==> src/rtl/arb_mux_pkg.sv <==
// Shared definitions for arb_mux: clog2 helper, index-width rule, reset values.
// Optional feature macro: ARB_MUX_RR_EN (round-robin when defined, fixed priority otherwise).
package arb_mux_pkg;

  // Ceiling log2; returns 0 for n <= 1.
  function automatic int unsigned clog2(input int unsigned n);
    int unsigned r;
    int unsigned v;
    r = 0;
    v = (n > 1) ? n - 1 : 0;
    while (v != 0) begin
      r = r + 1;
      v = v >> 1;
    end
    return r;
  endfunction

  // Channel-index width: never narrower than one bit.
  function automatic int unsigned idw_of(input int unsigned nch);
    return (nch < 2) ? 1 : clog2(nch);
  endfunction

  // Output register reset values (data/id are filled with this bit).
  localparam logic OUT_VALID_RST = 1'b0;
  localparam logic OUT_FILL_RST  = 1'b0;

endpackage

==> src/rtl/arb_mux_if.sv <==
// Request/response bus for arb_mux: NCH valid/ready inputs and one registered output.
interface arb_mux_if
  import arb_mux_pkg::*;
#(
  parameter int unsigned WIDTH = 32,
  parameter int unsigned NCH   = 2
);
  localparam int unsigned IDW = idw_of(NCH);

  logic [NCH-1:0]       in_valid;
  logic [NCH-1:0]       in_ready;
  logic [NCH*WIDTH-1:0] in_data;
  logic                 out_valid;
  logic                 out_ready;
  logic [WIDTH-1:0]     out_data;
  logic [IDW-1:0]       out_id;

  // Requesters plus downstream consumer.
  modport master (
    output in_valid, in_data, out_ready,
    input  in_ready, out_valid, out_data, out_id
  );

  // The multiplexer.
  modport slave (
    input  in_valid, in_data, out_ready,
    output in_ready, out_valid, out_data, out_id
  );
endinterface

==> src/rtl/arb_mux_rr_arbiter.sv <==
// Combinational arbiter: round-robin search from ptr with wrap (ARB_MUX_RR_EN),
// otherwise a lowest-index priority encoder.
module arb_mux_rr_arbiter
  import arb_mux_pkg::*;
#(
  parameter int unsigned NCH = 2
) (
  input  logic [NCH-1:0]         req,
`ifdef ARB_MUX_RR_EN
  input  logic [idw_of(NCH)-1:0] ptr,
`endif
  output logic [NCH-1:0]         grant,
  output logic [idw_of(NCH)-1:0] idx
);
  localparam int unsigned IDW = idw_of(NCH);

`ifdef ARB_MUX_RR_EN
  logic [NCH-1:0] req_hi;

  // Requests at or above ptr get first look; the rest cover the wrap.
  always_comb begin
    req_hi = '0;
    for (int unsigned i = 0; i < NCH; i++) begin
      req_hi[i] = req[i] && (IDW'(i) >= ptr);
    end
  end

  // First set bit of req_hi, else first set bit of req.
  always_comb begin
    logic found;
    grant = '0;
    idx   = '0;
    found = 1'b0;
    for (int unsigned i = 0; i < NCH; i++) begin
      if (!found && req_hi[i]) begin
        found    = 1'b1;
        grant[i] = 1'b1;
        idx      = IDW'(i);
      end
    end
    for (int unsigned i = 0; i < NCH; i++) begin
      if (!found && req[i]) begin
        found    = 1'b1;
        grant[i] = 1'b1;
        idx      = IDW'(i);
      end
    end
  end
`else
  // Lowest-index request wins.
  always_comb begin
    logic found;
    grant = '0;
    idx   = '0;
    found = 1'b0;
    for (int unsigned i = 0; i < NCH; i++) begin
      if (!found && req[i]) begin
        found    = 1'b1;
        grant[i] = 1'b1;
        idx      = IDW'(i);
      end
    end
  end
`endif

endmodule

==> src/rtl/arb_mux.sv <==
// N-channel registered request multiplexer with valid/ready on every channel.
// ARB_MUX_RR_EN defined: round-robin with rotating pointer; undefined: fixed priority.
module arb_mux
  import arb_mux_pkg::*;
#(
  parameter int unsigned WIDTH = 32,
  parameter int unsigned NCH   = 2
) (
  input logic      clk,
  input logic      resetn,
  arb_mux_if.slave bus
);
  localparam int unsigned IDW = idw_of(NCH);

  logic             load_c;
  logic             xfer_c;
  logic [NCH-1:0]   grant_c;
  logic [IDW-1:0]   gidx_c;
  logic [WIDTH-1:0] sel_data_c;

  logic             out_valid_q;
  logic [WIDTH-1:0] out_data_q;
  logic [IDW-1:0]   out_id_q;

`ifdef ARB_MUX_RR_EN
  logic [IDW-1:0]   ptr_q;
`endif

  arb_mux_rr_arbiter #(.NCH(NCH)) u_arb (
    .req   (bus.in_valid),
`ifdef ARB_MUX_RR_EN
    .ptr   (ptr_q),
`endif
    .grant (grant_c),
    .idx   (gidx_c)
  );

  // Output register may be refilled when empty or being drained this edge;
  // reset gating keeps in_ready low while resetn is asserted.
  assign load_c       = !out_valid_q || bus.out_ready;
  assign xfer_c       = resetn && load_c && (|bus.in_valid);
  assign bus.in_ready = xfer_c ? grant_c : '0;

  // One-hot data select of the granted channel.
  always_comb begin
    sel_data_c = '0;
    for (int unsigned i = 0; i < NCH; i++) begin
      if (grant_c[i]) sel_data_c = bus.in_data[i*WIDTH +: WIDTH];
    end
  end

  // One-entry output register: load on transfer, clear on drain, hold on stall.
  always_ff @(posedge clk or negedge resetn) begin
    if (!resetn) begin
      out_valid_q <= OUT_VALID_RST;
      out_data_q  <= {WIDTH{OUT_FILL_RST}};
      out_id_q    <= {IDW{OUT_FILL_RST}};
    end else if (load_c) begin
      if (xfer_c) begin
        out_valid_q <= 1'b1;
        out_data_q  <= sel_data_c;
        out_id_q    <= gidx_c;
      end else begin
        out_valid_q <= 1'b0;
      end
    end
  end

`ifdef ARB_MUX_RR_EN
  // Round-robin pointer: moves past the winner on transfers only.
  always_ff @(posedge clk or negedge resetn) begin
    if (!resetn) begin
      ptr_q <= '0;
    end else if (xfer_c) begin
      ptr_q <= (gidx_c == IDW'(NCH - 1)) ? '0 : IDW'(gidx_c + IDW'(1));
    end
  end
`endif

  assign bus.out_valid = out_valid_q;
  assign bus.out_data  = out_data_q;
  assign bus.out_id    = out_id_q;

endmodule

==> src/flat_wrapper.sv <==
// flat-port wrapper written by rule: the top's interface ports become plain ports
module arb_mux_flat import arb_mux_pkg::*;
#(
  parameter int unsigned WIDTH = 32,
  parameter int unsigned NCH   = 2
)
  (clk, resetn, bus_in_valid, bus_in_data, bus_out_ready, bus_in_ready, bus_out_valid, bus_out_data, bus_out_id);
  arb_mux_if #(.WIDTH(WIDTH), .NCH(NCH)) bus_i ();
  input logic clk;
  input logic resetn;
  input wire logic [$bits(bus_i.in_valid)-1:0] bus_in_valid;
  input wire logic [$bits(bus_i.in_data)-1:0] bus_in_data;
  input wire logic [$bits(bus_i.out_ready)-1:0] bus_out_ready;
  output wire logic [$bits(bus_i.in_ready)-1:0] bus_in_ready;
  output wire logic [$bits(bus_i.out_valid)-1:0] bus_out_valid;
  output wire logic [$bits(bus_i.out_data)-1:0] bus_out_data;
  output wire logic [$bits(bus_i.out_id)-1:0] bus_out_id;
  assign bus_i.in_valid = bus_in_valid;
  assign bus_i.in_data = bus_in_data;
  assign bus_i.out_ready = bus_out_ready;
  assign bus_in_ready = bus_i.in_ready;
  assign bus_out_valid = bus_i.out_valid;
  assign bus_out_data = bus_i.out_data;
  assign bus_out_id = bus_i.out_id;
  arb_mux #(.WIDTH(WIDTH), .NCH(NCH)) u_core (.clk(clk), .resetn(resetn), .bus(bus_i));
endmodule
==> config.mk <==
export PLATFORM = sky130hd
export DESIGN_NAME = arb_mux_flat
export DESIGN_NICKNAME = d
export VERILOG_FILES = /design/src/rtl/arb_mux_pkg.sv /design/src/rtl/arb_mux_if.sv /design/src/rtl/arb_mux_rr_arbiter.sv /design/src/rtl/arb_mux.sv /design/src/flat_wrapper.sv
export SDC_FILE = /design/constraint.sdc
export NUM_CORES = 1
export LEC_CHECK = 0
export ABC_CLOCK_PERIOD_IN_PS = 2000
export CORE_ASPECT_RATIO = 0.7
export CORE_MARGIN = 5
export CORE_UTILIZATION = 46
export CTS_BUF_LIST = sky130_fd_sc_hd__clkbuf_8
export CTS_CLUSTER_DIAMETER = 100
export CTS_CLUSTER_SIZE = 16
export DETAILED_ROUTE_END_ITERATION = 8
export PLACE_DENSITY = 0.95
export SLEW_MARGIN = 40
export SYNTH_ARGS = -nofsm -noshare
export SYNTH_HDL_FRONTEND = slang
export SYNTH_SLANG_ARGS = --single-unit
==> constraint.sdc <==
create_clock -name clk -period 2 [get_ports clk]
set_input_delay 0.4 -clock clk [delete_from_list [all_inputs] [get_ports clk]]
set_output_delay 0.4 -clock clk [all_outputs]
set_load 0.02 [all_outputs]
==> results.tsv <==
metric	value	unit
DRC violations left	0	
status	complete, no violations	
Top FF cell, synth	dfrtp_1	
first-pass GRT wire length	10910	µm
Hold Path Class	input port to async pin	
most common cell in the netlist	dfrtp_1	
Final period util	0.9350	
Area Overhead vs Synth	52.48	%
die height	68.74	µm
port bufs	104	
clk_lat worst skew	0.28	ns
internal power	1731	µW
maximum clock path buffer count	2	
violation count after the first detailed-routing iteration	137	
CTS tree	yes	
sw power	843.9	µW
Mapped Nets	270	
total gr overflow	0	
ant diodes	0	
cell taking the most area after synthesis	dfrtp_1	
Final Hold Viols	0	
Synth Instances	201	
post-CTS setup buffer count	0	
H-tree levels	2	
part of the power in combinational logic	0.402	
Num CTS Buffers	5	
RSZ-0062 raised after global routing	no	
mean area per synthesized cell	11.28	µm²
number of synthesized flops with an enable pin	0	
initial antenna violation count	0	
area of the die	6455	µm²
flops & latches, synth	34	
CTS sink count	34	
Distinct cells, synth	19	
PnR Total Power	2575	µW
vias in the first global route	2239	
Slew HR	0.6587	
layout cell share with drive strength beyond 1	0.1933	
num rows	21	
CP max FO	34	
f_max	0.5347	GHz
Yosys warning total	0	
register area share after synthesis	0.3753	
sequential power share	0.367	
Pleak	0.001305	µW
GP Congestion	0.8270	
core region area	4782	µm²
dominant cells by area after synthesis	dfrtp_1 38%, a41oi_2 22%, o221a_1 16%	
Root Driver	clkbuf_8	
post-route ant nets	0	
Worst Tran Pin Value	0.5120	ns
DR pass1 iterations	4	
Mapped Area	2267	µm²
width of the chip	93.91	µm
Crit. End Element	register	
sw frac	0.3278	
nets	368	
Worst-path clk slew	0.07	ns
largest net degree at the start of global routing	39	
async set-or-reset flop fraction in the synthesized netlist	1.000	
Final Skew	0.009921	ns
placed wire-length estimate	4887	µm
CP arrival	2.04	ns
wire length per cell	18.55	µm
post-layout minimum cycle time	1.870	ns
Peak supply drop	371.0	µV
Worst Setup Path Type	input port to register	
final core occ	0.7229	
hold_ws	0.1020	ns
type of origin of the critical path	input port	
All-Layer GR Usage	0.2157	
max-cap viol count	0	
PD cells	744.7	nW/µm²
Final setup viols	0	
Slew Viols, Final	0	
share of the synthesized area in the top cell type	0.3753	
DR vias	2131	
I/O pin total	105	
Post-synth top cells	34 x dfrtp_1, 33 x inv_1, 32 x nor3_1, 32 x o221a_1, 30 x a41oi_2	
via/cell ratio	5.775	
clock share of power	0.231	
total wire length	6846	µm
required time of the critical path	2.17	ns
Initial Utilization	0.4741	
==> routing by layer <==
layer,vias to the layer above,global-route usage,share of wire
met4,0,0.07207,0.014
met1,1061,0.2964,0.47
met3,10,0.04881,0.064
li1,972,-,-
met5,-,0,0
met2,88,0.3395,0.45
==> final timing paths <==
check	startpoint	endpoint	slack [ns]	cells past startpoint
worst max register to register	u_core.bus.out_valid	u_core.bus.out_data[28]	0.59	5
worst max-delay path	bus_in_valid[1]	u_core.bus.out_data[6]	0.13	6
worst min-delay path	resetn	u_core.bus.out_data[15]	0.10	2
max in group asynchronous	resetn	u_core.bus.out_data[7]	1.42	2
worst min register to register	u_core.bus.out_id	u_core.bus.out_id	0.53	2
min in group clk	resetn	u_core.bus.out_id	0.49	3
==> cell usage in the layout (no fill, tap or decap), types with 2 or more instances in the layout <==
cell type,count
o221a_1,32
nand2_1,2
buf_4,11
dfrtp_1,34
buf_12,4
clkbuf_8,8
nor3_1,32
a41oi_2,30
clkdlybuf4s50_1,101
a41oi_1,2
inv_1,33
==> cell type report <==
type | count | area, µm²
clock buffers | 8 | 110.1
fillers | 359 | 1325
inverters | 34 | 127.6
multi-input cells | 106 | 1095
flip-flops and latches | 34 | 850.8
well taps | 69 | 86.33
repair buffers | 118 | 1187
==> through the flow <==
step | instances | worst slack, ns | setup TNS, ns | area, µm²
after floorplan | 201 | 0.2714 | 0 | 2267
after global placement | 361 | -0.2237 | -3.172 | 3353
after detailed placement | 361 | -0.2315 | -3.973 | 3353
after CTS | 369 | 0.04211 | 0 | 3461
after global routing | 369 | 0.07811 | 0 | 3457
final | 369 | 0.1299 | 0 | 3457
==> logic make-up (layout without fill, tap and decap cells) <==
group | Yosys count | after routing | synth area share
flops | 34 | 34 | 0.3753
buf+inv | 61 | 160 | 0.1418
simple gates | 40 | 40 | 0.09657
compound gates | 66 | 66 | 0.3863
==> power by group through the flow <==
stage	Clock, µW	Sequential (µW)	Combinational [µW]
global route	633	965	1090
floorplan	0	1100	366
finish	596	945	1030
detailed placement	0	949	1040
global placement	0	944	1020
CTS	605	942	1040
==> worst max-delay path, stage by stage <==
cell and delay [ns]:
clkdlybuf4s50_1 0.49, buf_4 0.35, nor2b_4 0.28, buf_12 0.20, a41oi_2 0.13, o221a_1 0.16
==> flip-flops by register name, summed over array words and instances (netlist names) <==
register,cells
u_core.bus.out_data,32
u_core.bus.out_valid,1
u_core.bus.out_id,1
==> what timing repair did <==
item / CTS / global route
endpoints found under the setup margin: 2 / 1
hold buffers: 0 / 0
gates resized for setup: 2 / 2
hold endpoints to repair: 0 / 0
(Power assumes the default switching activity.)
